<file path="config.mk">
export PLATFORM = sky130hd
export DESIGN_NAME = rom_fetch_arbiter
export DESIGN_NICKNAME = d
export VERILOG_FILES = /design/src/rtl/rom_fetch_arbiter.sv
export SDC_FILE = /design/constraint.sdc
export NUM_CORES = 1
export LEC_CHECK = 0
export CAP_MARGIN = 20
export CORE_MARGIN = 2
export CORE_UTILIZATION = 27
export CTS_CLUSTER_DIAMETER = 150
export DETAILED_ROUTE_END_ITERATION = 10
export GPL_ROUTABILITY_DRIVEN = 0
export PLACE_DENSITY = 0.71
export SLEW_MARGIN = 20
export SYNTH_ARGS = -nofsm -noshare
export SYNTH_HDL_FRONTEND = slang
export SYNTH_SLANG_ARGS = --single-unit
</file>
<file path="constraint.sdc">
create_clock -name clk -period 1.9 [get_ports clk]
set_input_delay 0.475 -clock clk [delete_from_list [all_inputs] [get_ports clk]]
set_output_delay 0.475 -clock clk [all_outputs]
set_load 0.02 [all_outputs]
</file>
<file path="src/rtl/rom_fetch_arbiter.sv">
// rom_fetch_arbiter: round-robin sharing of one combinational instruction ROM
// between the instruction fetch port (m0) and the debug/loader port (m1).
// One transaction is outstanding at a time. The response word is registered
// and held under a valid/ready handshake. When the owner's response is
// consumed, a new grant can be taken in the same cycle (back-to-back).
// Optional macro ROM_ARB_STATS_EN adds grant/stall/error statistics counters.
module rom_fetch_arbiter #(
    parameter int ADDR_W = 64,
    parameter int DATA_W = 32,
    parameter int IDX_W  = 6
) (
    input  logic              clk,
    input  logic              rst_n,
    input  logic              m0_req_valid,
    output logic              m0_req_ready,
    input  logic [ADDR_W-1:0] m0_addr,
    output logic              m0_rsp_valid,
    input  logic              m0_rsp_ready,
    output logic [DATA_W-1:0] m0_rsp_data,
    output logic              m0_rsp_err,
    input  logic              m1_req_valid,
    output logic              m1_req_ready,
    input  logic [ADDR_W-1:0] m1_addr,
    output logic              m1_rsp_valid,
    input  logic              m1_rsp_ready,
    output logic [DATA_W-1:0] m1_rsp_data,
    output logic              m1_rsp_err,
    output logic              rom_ce,
    output logic [ADDR_W-1:0] rom_addr,
    input  logic [DATA_W-1:0] rom_inst
`ifdef ROM_ARB_STATS_EN
    ,
    output logic [31:0]       stat_grant0,
    output logic [31:0]       stat_grant1,
    output logic [31:0]       stat_stall,
    output logic [15:0]       stat_err
`endif
);

    typedef enum logic {
        IDLE = 1'b0,
        RSP  = 1'b1
    } state_t;

    state_t            state_q, state_d;
    logic              owner_q, owner_d;
    logic              last_grant_q, last_grant_d;
    logic              m0_rsp_valid_q, m0_rsp_valid_d;
    logic              m1_rsp_valid_q, m1_rsp_valid_d;
    logic [DATA_W-1:0] m0_rsp_data_q, m0_rsp_data_d;
    logic [DATA_W-1:0] m1_rsp_data_q, m1_rsp_data_d;
    logic              m0_rsp_err_q, m0_rsp_err_d;
    logic              m1_rsp_err_q, m1_rsp_err_d;

    logic              owner_ready;
    logic              owner_done;
    logic              accept_slot;
    logic              grant_valid;
    logic              grant_port;
    logic [ADDR_W-1:0] gnt_addr;
    logic              addr_err;
    logic [IDX_W-1:0]  rom_idx;
    logic [DATA_W-1:0] rsp_word;

`ifdef ROM_ARB_STATS_EN
    logic [31:0] stat_grant0_q, stat_grant0_d;
    logic [31:0] stat_grant1_q, stat_grant1_d;
    logic [31:0] stat_stall_q, stat_stall_d;
    logic [15:0] stat_err_q, stat_err_d;

    assign stat_grant0 = stat_grant0_q;
    assign stat_grant1 = stat_grant1_q;
    assign stat_stall  = stat_stall_q;
    assign stat_err    = stat_err_q;
`endif

    assign m0_rsp_valid = m0_rsp_valid_q;
    assign m1_rsp_valid = m1_rsp_valid_q;
    assign m0_rsp_data  = m0_rsp_data_q;
    assign m1_rsp_data  = m1_rsp_data_q;
    assign m0_rsp_err   = m0_rsp_err_q;
    assign m1_rsp_err   = m1_rsp_err_q;

    // Arbitration, address check and ROM drive for the current cycle
    always_comb begin
        owner_ready = owner_q ? m1_rsp_ready : m0_rsp_ready;
        owner_done  = owner_q ? (m1_rsp_valid_q && m1_rsp_ready)
                              : (m0_rsp_valid_q && m0_rsp_ready);
        accept_slot = (state_q == IDLE) || ((state_q == RSP) && owner_done);

        grant_valid = accept_slot && (m0_req_valid || m1_req_valid);
        if (m0_req_valid && m1_req_valid) begin
            grant_port = ~last_grant_q;
        end else begin
            grant_port = m1_req_valid;
        end

        gnt_addr = grant_port ? m1_addr : m0_addr;
        addr_err = (gnt_addr[1:0] != 2'b00) || (gnt_addr[ADDR_W-1:IDX_W+2] != '0);
        rom_idx  = gnt_addr[IDX_W+1:2];

        m0_req_ready = grant_valid && !grant_port;
        m1_req_ready = grant_valid && grant_port;
        rom_ce       = grant_valid && !addr_err;
        rom_addr     = rom_ce ? ADDR_W'(rom_idx) : '0;
        rsp_word     = addr_err ? '0 : rom_inst;
    end

    // Next-state: a new grant takes ownership; otherwise a consumed response retires
    always_comb begin
        state_d        = state_q;
        owner_d        = owner_q;
        last_grant_d   = last_grant_q;
        m0_rsp_valid_d = m0_rsp_valid_q;
        m1_rsp_valid_d = m1_rsp_valid_q;
        m0_rsp_data_d  = m0_rsp_data_q;
        m1_rsp_data_d  = m1_rsp_data_q;
        m0_rsp_err_d   = m0_rsp_err_q;
        m1_rsp_err_d   = m1_rsp_err_q;
`ifdef ROM_ARB_STATS_EN
        stat_grant0_d  = stat_grant0_q;
        stat_grant1_d  = stat_grant1_q;
        stat_stall_d   = stat_stall_q;
        stat_err_d     = stat_err_q;
        if ((state_q == RSP) && !owner_ready) begin
            stat_stall_d = stat_stall_q + 32'd1;
        end
`endif

        if (grant_valid) begin
            state_d      = RSP;
            owner_d      = grant_port;
            last_grant_d = grant_port;
            if (grant_port) begin
                m0_rsp_valid_d = 1'b0;
                m1_rsp_valid_d = 1'b1;
                m1_rsp_data_d  = rsp_word;
                m1_rsp_err_d   = addr_err;
            end else begin
                m0_rsp_valid_d = 1'b1;
                m1_rsp_valid_d = 1'b0;
                m0_rsp_data_d  = rsp_word;
                m0_rsp_err_d   = addr_err;
            end
`ifdef ROM_ARB_STATS_EN
            if (grant_port) begin
                stat_grant1_d = stat_grant1_q + 32'd1;
            end else begin
                stat_grant0_d = stat_grant0_q + 32'd1;
            end
            if (addr_err) begin
                stat_err_d = stat_err_q + 16'd1;
            end
`endif
        end else if ((state_q == RSP) && owner_done) begin
            state_d = IDLE;
            if (owner_q) begin
                m1_rsp_valid_d = 1'b0;
            end else begin
                m0_rsp_valid_d = 1'b0;
            end
        end
    end

    // State and response registers; reset discards any pending response
    always_ff @(posedge clk or negedge rst_n) begin
        if (!rst_n) begin
            state_q        <= IDLE;
            owner_q        <= 1'b0;
            last_grant_q   <= 1'b1;
            m0_rsp_valid_q <= 1'b0;
            m1_rsp_valid_q <= 1'b0;
            m0_rsp_data_q  <= '0;
            m1_rsp_data_q  <= '0;
            m0_rsp_err_q   <= 1'b0;
            m1_rsp_err_q   <= 1'b0;
`ifdef ROM_ARB_STATS_EN
            stat_grant0_q  <= '0;
            stat_grant1_q  <= '0;
            stat_stall_q   <= '0;
            stat_err_q     <= '0;
`endif
        end else begin
            state_q        <= state_d;
            owner_q        <= owner_d;
            last_grant_q   <= last_grant_d;
            m0_rsp_valid_q <= m0_rsp_valid_d;
            m1_rsp_valid_q <= m1_rsp_valid_d;
            m0_rsp_data_q  <= m0_rsp_data_d;
            m1_rsp_data_q  <= m1_rsp_data_d;
            m0_rsp_err_q   <= m0_rsp_err_d;
            m1_rsp_err_q   <= m1_rsp_err_d;
`ifdef ROM_ARB_STATS_EN
            stat_grant0_q  <= stat_grant0_d;
            stat_grant1_q  <= stat_grant1_d;
            stat_stall_q   <= stat_stall_d;
            stat_err_q     <= stat_err_d;
`endif
        end
    end

endmodule

</file>
==> impl_metrics.env <==
export IMPL_ant_nets=0
export IMPL_hold_buffers=0
export IMPL_fin_ws_ns=-0.5608
export IMPL_antenna_found_initial=1
export IMPL_via_count=4079
export IMPL_netlist_area_leader_share=0.4719
export IMPL_ir_drop_v=0.0004167
export IMPL_core_um2=13350
export IMPL_r2r_end="m0_rsp_err$_DFFE_PN0P_"
export IMPL_synth_xor_area_share=0
export IMPL_rows=42
export IMPL_synthDominantAreaCellType="dfrtp_1"
export IMPL_maxSlewViolCount=0
export IMPL_avgViaCountPerCell=4.578
export IMPL_yosysSeqAreaShare=0.4789
export IMPL_ios=301
export IMPL_fin_nets=875
export IMPL_synthesis_area_um2=3712
export IMPL_clockBufferDepth=2
export IMPL_path_clk_slew_ns=0.06
export IMPL_overflow=0
export IMPL_status="complete, but fails checks"
export IMPL_yosys_top_cells_count="nand2_1, dfrtp_1, buf_4"
export IMPL_clock_sinks=71
export IMPL_period_needed_ns=2.461
export IMPL_synthCells=436
export IMPL_rr_worst_depth=10
export IMPL_start_util=0.2781
export IMPL_drive_gt1_frac=0.2325
export IMPL_failed_checks="negative setup slack"
export IMPL_synth_edf_count=0
export IMPL_synth_mux_area_frac=0.002696
export IMPL_hold_path_class="in2async"
export IMPL_power_leakage_nw=3.028
export IMPL_endpoint_kind="output port"
export IMPL_cts_max_level=3
export IMPL_synth_cell_types=31
export IMPL_die_h_um=121.3
export IMPL_yosys_area_share_simple=0.2353
export IMPL_clock_latency_ns=0.33
export IMPL_avgSynthCellArea_um2=8.514
export IMPL_min_period_over_period=1.295
export IMPL_yosysMostFrequentCell="nand2_1"
export IMPL_drv_cap=0
export IMPL_powerDensity_nw_per_um2=677.9
export IMPL_grt_max_degree=36
export IMPL_synth_compound_area_frac=0.1281
export IMPL_synth_ff_type="dfrtp_1"
export IMPL_firstDrtPassIters=4
export IMPL_wl_mm=14.86
export IMPL_ys_ff_latch=71
export IMPL_track_usage=0.1960
export IMPL_post_route_util=0.5321
export IMPL_grt_pass1_vias=4245
export IMPL_clock_skew_ns=0.005200
export IMPL_fmax_ghz=0.4064
export IMPL_synth_fa_ha_area_frac=0
export IMPL_io_buffers=242
export IMPL_reg2reg_from="last_grant_q$_DFFE_PN1P_"
export IMPL_r2r_setup_slack_ns=-0.18
export IMPL_cts_buffers=9
export IMPL_required_ns=1.42
export IMPL_finalPower_mw=4.814
export IMPL_drc=0
export IMPL_rsz0062_at_grt="yes"
export IMPL_yosysWarnings=0
export IMPL_ys_top_cells_by_area="dfrtp_1, buf_4, nand2_1"
export IMPL_hpwl_mm=10.99
export IMPL_fp_dieArea_um2=14700
export IMPL_cp_data_arrival_time_ns=1.99
export IMPL_grt_pass1_wl_mm=22.31
export IMPL_hold_violations=0
export IMPL_routedWlPerCell_um=16.68
export IMPL_worstSetupPathType="in2out"
export IMPL_areaGrowthSynthToFinish_pct=91.30
export IMPL_cts_tree="yes"
export IMPL_crit_start="m1_req_valid"
export IMPL_drt_iter0_drc=295
export IMPL_die_w_um=121.3
export IMPL_root_buffer="clkbuf_16"
export IMPL_critPathLaunchType="input pin"
export IMPL_async_flop_share=1.000
export IMPL_path_max_fanout=7
export IMPL_synth_top_family_by_area="simple AND/OR/NAND/NOR gates"
export IMPL_setup_violations_final=29
state kept, by name (all words and copies together), names as in the netlist:
| name | cells |
|---|---|
| state_q | 1 |
| m0_rsp_data | 32 |
| m1_rsp_data | 32 |
| last_grant_q | 1 |
| m1_rsp_valid | 1 |
| m0_rsp_valid | 1 |
| m1_rsp_err | 1 |
| owner_q | 1 |
| m0_rsp_err | 1 |
power breakdown:
group | internal, mW | switching [mW] | leakage [nW] | total, mW
clock network | 1.32 | 0.632 | 0.162 | 1.95
registers | 1.58 | 0.0396 | 0.972 | 1.62
logic | 0.567 | 0.675 | 1.89 | 1.24
placed cells by master (no fill, tap or decap), drive strengths merged, types with 28 or more instances in the layout:
cell | synthesis | routed
nand3 | 34 | 34
dfrtp | 70 | 70
clkdlybuf4s50 | 0 | 117
clkdlybuf4s15 | 0 | 29
nor4 | 28 | 28
nand2 | 114 | 114
dlygate4sd2 | 0 | 68
o21ai | 69 | 69
buf | 70 | 64
conb | 1 | 58
per-layer routing:
layer,track usage,vias to the layer above,part of all wire
met5,0,-,0
met4,0.05819,0,0.014
met3,0.03900,14,0.065
met2,0.3659,186,0.55
met1,0.2242,1947,0.37
li1,-,1932,-
cell type report:
class | instances | area [um2]
fillers | 1247 | 6246
repair buffers | 286 | 2755
multi-input cells | 336 | 1977
flip-flops and latches | 71 | 1778
clock buffers | 11 | 242.7
well taps | 176 | 220.2
clock inverters | 5 | 105.1
inverters | 5 | 21.27
diodes | 1 | 2.502
worst max-delay path by stage:
stage	endpoint	slack (ns)
2_1_floorplan	rom_addr[0]	-0.21
3_3_place_gp	rom_addr[1]	-1.45
3_5_place_dp	rom_addr[1]	-1.49
4_1_cts	rom_addr[1]	-0.56
5_1_grt	rom_addr[1]	-0.67
6_report	rom_addr[1]	-0.56
through the flow:
| stage | worst slack (ns) | TNS, ns | area, um2 | instances | hold slack, ns |
|---|---|---|---|---|---|
| 2_1_floorplan | -0.2057 | -1.365 | 3966 | 493 | 0.1794 |
| 6_report | -0.5608 | -5.537 | 7102 | 891 | 0.08463 |
| 3_5_place_dp | -1.490 | -50.88 | 6326 | 858 | 0.4547 |
| 5_1_grt | -0.6683 | -8.257 | 7102 | 891 | 0.1120 |
| 3_3_place_gp | -1.450 | -47.91 | 6326 | 858 | 0.4472 |
| 4_1_cts | -0.5569 | -7.860 | 6872 | 885 | 0.09643 |
what timing repair did:
item / CTS / global route
resized for setup: 259 / 128
setup endpoints to repair: 77 / 71
buffers inserted: 11 / 11
cloned: 2 / 1
pin swaps: 46 / 46
hold endpoints to repair: 0 / 0
critical path, stage by stage:
cell and delay (ns):
dlygate4sd2_1 0.24, a21bo_4 0.27, buf_4 0.14, buf_6 0.12, nor2_4 0.16, o2111ai_4 0.24
a21oi_2 0.18, buf_4 0.16
kinds of logic (layout without fill, tap and decap cells):
| family | count (synthesis) | after routing |
|---|---|---|
| multiplexers | 1 | 1 |
| flip-flops | 71 | 71 |
| other | 1 | 59 |
| AND/OR/NAND/NOR | 193 | 193 |
| buffers and inverters | 86 | 307 |
| AO/OA/AOI/OAI | 84 | 84 |
(Power assumes the default switching activity.)
